<file path="config.mk">
export PLATFORM = sky130hd
export DESIGN_NAME = fifo_byte_unpack_flat
export DESIGN_NICKNAME = d
export VERILOG_FILES = /design/src/rtl/fifo_byte_unpack_if.sv /design/src/rtl/fifo_byte_unpack.sv /design/src/flat_wrapper.sv
export SDC_FILE = /design/constraint.sdc
export NUM_CORES = 1
export LEC_CHECK = 0
export BUFFER_PORTS_ARGS = -buffer_cell sky130_fd_sc_hd__clkbuf_2
export CELL_PAD_IN_SITES_DETAIL_PLACEMENT = 1
export CELL_PAD_IN_SITES_GLOBAL_PLACEMENT = 2
export CORE_ASPECT_RATIO = 1.75
export CORE_MARGIN = 1.5
export CORE_UTILIZATION = 30
export DETAILED_ROUTE_END_ITERATION = 7
export GPL_ROUTABILITY_DRIVEN = 1
export PLACE_DENSITY = 0.73
export SLEW_MARGIN = 10
export SYNTH_ARGS = -nofsm -noshare
export SYNTH_HDL_FRONTEND = slang
export SYNTH_SLANG_ARGS = --single-unit
</file>
<file path="constraint.sdc">
create_clock -name clk -period 2.1 [get_ports clk]
set_input_delay 0.315 -clock clk [delete_from_list [all_inputs] [get_ports clk]]
set_output_delay 0.315 -clock clk [all_outputs]
set_load 0.05 [all_outputs]
</file>
<file path="src/rtl/fifo_byte_unpack_if.sv">
// Bundle of the FIFO read port and the byte-stream port of fifo_byte_unpack.
// FIFO_BYTE_UNPACK_PARITY_EN adds out_parity to the bundle.
interface fifo_byte_unpack_if;
    logic [31:0] fifo_dout;
    logic        fifo_empty;
    logic        fifo_rd_en;
    logic [7:0]  out_data;
    logic        out_valid;
    logic        out_ready;
    logic        out_last;
    logic        busy;
`ifdef FIFO_BYTE_UNPACK_PARITY_EN
    logic        out_parity;
`endif

    // Unpacker side: consumes the FIFO head, drives the byte stream
    modport master (
        input  fifo_dout,
        input  fifo_empty,
        output fifo_rd_en,
        output out_data,
        output out_valid,
        input  out_ready,
        output out_last,
`ifdef FIFO_BYTE_UNPACK_PARITY_EN
        output out_parity,
`endif
        output busy
    );

    // Environment side: FIFO plus byte sink
    modport slave (
        output fifo_dout,
        output fifo_empty,
        input  fifo_rd_en,
        input  out_data,
        input  out_valid,
        output out_ready,
        input  out_last,
`ifdef FIFO_BYTE_UNPACK_PARITY_EN
        input  out_parity,
`endif
        input  busy
    );
endinterface

</file>
<file path="src/rtl/fifo_byte_unpack.sv">
// Pops 32-bit words from a first-word-fall-through FIFO and streams them as four bytes.
// Optional even parity output enabled by defining FIFO_BYTE_UNPACK_PARITY_EN.
module fifo_byte_unpack #(
    parameter bit LSB_FIRST = 1'b1
) (
    input  logic                  clk,
    input  logic                  rst,
    fifo_byte_unpack_if.master    bus
);
    localparam int unsigned WORD_W = 32;
    localparam int unsigned BYTE_W = 8;
    localparam int unsigned IDX_W  = 2;

    logic [WORD_W-1:0] r_sreg;
    logic [IDX_W-1:0]  r_idx;
    logic              r_full;

    logic              w_accept;
    logic              w_last_beat;
    logic              w_load;
    logic [BYTE_W-1:0] w_byte;

    assign w_accept    = r_full & bus.out_ready;
    assign w_last_beat = (r_idx == IDX_W'(3));
    // Next word is popped as the last byte leaves, so words follow with no bubble
    assign w_load      = ~bus.fifo_empty & ~rst & (~r_full | (w_accept & w_last_beat));

    always_ff @(posedge clk) begin
        if (rst) begin
            r_sreg <= '0;
            r_idx  <= '0;
            r_full <= 1'b0;
        end else if (w_load) begin
            r_sreg <= bus.fifo_dout;
            r_idx  <= '0;
            r_full <= 1'b1;
        end else if (w_accept) begin
            if (w_last_beat) begin
                r_full <= 1'b0;
            end else begin
                r_idx  <= r_idx + IDX_W'(1);
                r_sreg <= LSB_FIRST ? {BYTE_W'(0), r_sreg[WORD_W-1:BYTE_W]}
                                    : {r_sreg[WORD_W-BYTE_W-1:0], BYTE_W'(0)};
            end
        end
    end

    assign w_byte         = LSB_FIRST ? r_sreg[BYTE_W-1:0] : r_sreg[WORD_W-1:WORD_W-BYTE_W];
    assign bus.out_data   = w_byte;
    assign bus.out_valid  = r_full;
    assign bus.busy       = r_full;
    assign bus.out_last   = r_full & w_last_beat;
    assign bus.fifo_rd_en = w_load;

`ifdef FIFO_BYTE_UNPACK_PARITY_EN
    assign bus.out_parity = r_full & (^w_byte);
`endif
endmodule

</file>
<file path="src/flat_wrapper.sv">
// flat-port wrapper written by rule: the top's interface ports become plain ports
module fifo_byte_unpack_flat 
#(
    parameter bit LSB_FIRST = 1'b1
)
  (clk, rst, bus_fifo_dout, bus_fifo_empty, bus_fifo_rd_en, bus_out_data, bus_out_valid, bus_out_ready, bus_out_last, bus_busy);
  fifo_byte_unpack_if bus_i ();
  input  logic clk;
  input  logic rst;
  input wire logic [$bits(bus_i.fifo_dout)-1:0] bus_fifo_dout;
  input wire logic [$bits(bus_i.fifo_empty)-1:0] bus_fifo_empty;
  output wire logic [$bits(bus_i.fifo_rd_en)-1:0] bus_fifo_rd_en;
  output wire logic [$bits(bus_i.out_data)-1:0] bus_out_data;
  output wire logic [$bits(bus_i.out_valid)-1:0] bus_out_valid;
  input wire logic [$bits(bus_i.out_ready)-1:0] bus_out_ready;
  output wire logic [$bits(bus_i.out_last)-1:0] bus_out_last;
  output wire logic [$bits(bus_i.busy)-1:0] bus_busy;
  assign bus_i.fifo_dout = bus_fifo_dout;
  assign bus_i.fifo_empty = bus_fifo_empty;
  assign bus_fifo_rd_en = bus_i.fifo_rd_en;
  assign bus_out_data = bus_i.out_data;
  assign bus_out_valid = bus_i.out_valid;
  assign bus_i.out_ready = bus_out_ready;
  assign bus_out_last = bus_i.out_last;
  assign bus_busy = bus_i.busy;
  fifo_byte_unpack #(.LSB_FIRST(LSB_FIRST)) u_core (.clk(clk), .rst(rst), .bus(bus_i));
endmodule
</file>
==> qor.txt <==
status: finished clean
Synth top area share: 39.2%
clock sink count: 35
Mapped Nets: 223
post-synthesis cell type count: 26
Die H: 105 um
gpl congestion: 0.695
largest net degree at the start of global routing: 36
Crit path max-delay family: buffers and inverters
period utilization: 89.1%
Detailed Route WL: 4060 um
Worst-Margin Slew: 0.504 ns
WL/cell: 13.6 um
worst hold slack: 0.291 ns
minimum clock period: 1.87 ns
DRC: 0
die area: 6440 um2
Mapped Cells: 186
first-pass GRT wire length: 6810 um
CP startpoint kind: flop
Synth Area per Inst: 9.60 um2
Initial Utilization: 30.6%
H-Tree Depth: 2
Max VDD drop: 0.000334 V
ys async rst share: 0%
hold_buf cts: 0
Synth area leaders: dfxtp_1, a211oi_2, a21oi_2, nor2_1, nand2_1
list of most frequent post-synthesis cells: dfxtp_1, nor2_1, nand2_1
Required @ worst endpoint: 1.78 ns
vias per cell: 4.70
CTS buffer count: 5
vias in the first global route: 1,451
Yosys top cell by area: dfxtp_1
register area share after synthesis: 39.2%
drt initial violations: 37
Worst-Skew Late Latency: 0.28 ns
final hold violations: 0
RSZ-0062 raised after global routing: false
GRT Total Usage: 14.1%
critical path class: reg -> out
Worst Path Buf+Inv: 2
Final Max Slew Viols: 0
DR vias: 1,405
setup bufs post-CTS: 0
Final #Nets: 257
WP data arrival: 1.56 ns
Fin Setup TNS: 0 ns
dominant synthesized flop cell: dfxtp_1
Max Cap Viol: 0
die width: 61.3 um
share of cells above drive strength 1: 46.2%
area grow syn2layout: 16.7%
Post-Synthesis Cell Area: 1790 um2
synth warn: 0
I/O pin total: 48
Final HPWL DP: 2760 um
Tightest Hold Check Type: in -> reg
Slew HR: 66.4%
I/O Buffers: 47
crit end category: output port
grt ovf: 0
CP max stage delay: 0.35 ns
skew final: 0.00341 ns
Slowest cell on crit path: dfxtp_1
TritonCTS clock tree: yes
Initial DRT Pass Iterations: 4
Reg clk slew, reported paths: 0.07 ns
remaining antenna violation count: 0
Antenna Cells: 0
Max Fclk: 535 MHz
post_cts resized: 0
number of setup violations in the final report: 0
Pwr Density: 797 nW/um2
top-count cell post-synth: dfxtp_1
Clock Path Buffers: 2
crit-path max FO: 35
CP cell instances: ha_1, a21bo_4, nand2_4, inv_6, buf_12
number of cell rows: 37
initial antenna violation count: 0
Leakage: 0.824 nW
Post-synth EDFFs: 0
Yosys reg bits: 35
Core Region: 5830 um2
CTS root buffer: clkbuf_8
-- worst reg2reg max path, cell delays in order (launching register included) --
cell and delay (ns):
dfxtp_1 0.32, ha_1 0.23, and2b_4 0.28, o22a_4 0.32, nor2_1 0.10, a211oi_2 0.20
-- through the flow --
step / setup slack [ns] / utilization, % / power [mW] / instance area [um2] / std cells
floorplan: 0.418 / - / 1.07 / 1790 / 186
global placement: 0.530 / 34.0 / 1.14 / 1980 / 291
detailed placement: 0.499 / 34.0 / 1.15 / 1980 / 291
CTS: 0.185 / 35.7 / 1.69 / 2080 / 299
global route: 0.136 / 35.7 / 1.75 / 2080 / 299
finish: 0.229 / 35.7 / 1.66 / 2080 / 299
-- registers in the layout, indices dropped and copies added, names as in the netlist --
name and cells:
u_core.r_idx 2, u_core.r_sreg 32, u_core.bus.busy 1
-- logic make-up (layout without fill, tap and decap cells) --
logic type,count (synthesis),after routing,share of synthesized area [%]
adder cells (fa/ha/maj),1,1,0.701
flip-flops,35,35,39.2
XOR/XNOR,1,1,0.491
AND/OR/NAND/NOR,63,63,15.2
buffers and inverters,25,60,11.0
multiplexers,1,1,0.561
AO/OA/AOI/OAI,60,60,32.8
-- routing by layer --
metal / GRT usage (%) / up-vias / part of all wire, %
met1: 15.6 / 672 / 39
met5: 0 / - / 0
li1: - / 702 / -
met4: 5.59 / 0 / 1.7
met3: 2.85 / 4 / 3.5
met2: 24.7 / 27 / 55
-- cells in the final DEF (no fill, tap or decap), drive strengths merged, types with 2 or more instances in the layout --
cell    instances
a22oi           8
dfxtp          35
nor2           33
inv             2
clkbuf         54
buf             4
a211oi         24
nand2          26
nor3            2
a21oi          25
-- area by class of cell --
type,instances,area [um2]
repair buffers,50,285
clock buffers,8,100
well taps,78,97.6
multi-input cells,126,888
fillers,730,3750
flip-flops and latches,35,701
inverters,2,12.5
-- final timing paths --
kind	startpoint	endpoint	slack, ns	cells after the start
setup / recovery	u_core.r_idx[0]$_SDFFE_PP0P_	bus_fifo_rd_en	0.23	5
setup reg to reg	u_core.r_idx[0]$_SDFFE_PP0P_	u_core.r_sreg[15]$_SDFFE_PP0P_	0.58	5
hold reg to reg	u_core.r_sreg[12]$_SDFFE_PP0P_	u_core.r_sreg[4]$_SDFFE_PP0P_	0.46	2
hold / removal	bus_fifo_dout[29]	u_core.r_sreg[29]$_SDFFE_PP0P_	0.29	3
-- where the power goes --
part	total, mW	internal, mW	switching [mW]
logic	0.381	0.137	0.244
registers	0.742	0.716	0.0260
clock network	0.537	0.300	0.238
total	1.66	1.15	0.508
No activity file was read; power rests on OpenSTA's default activity.
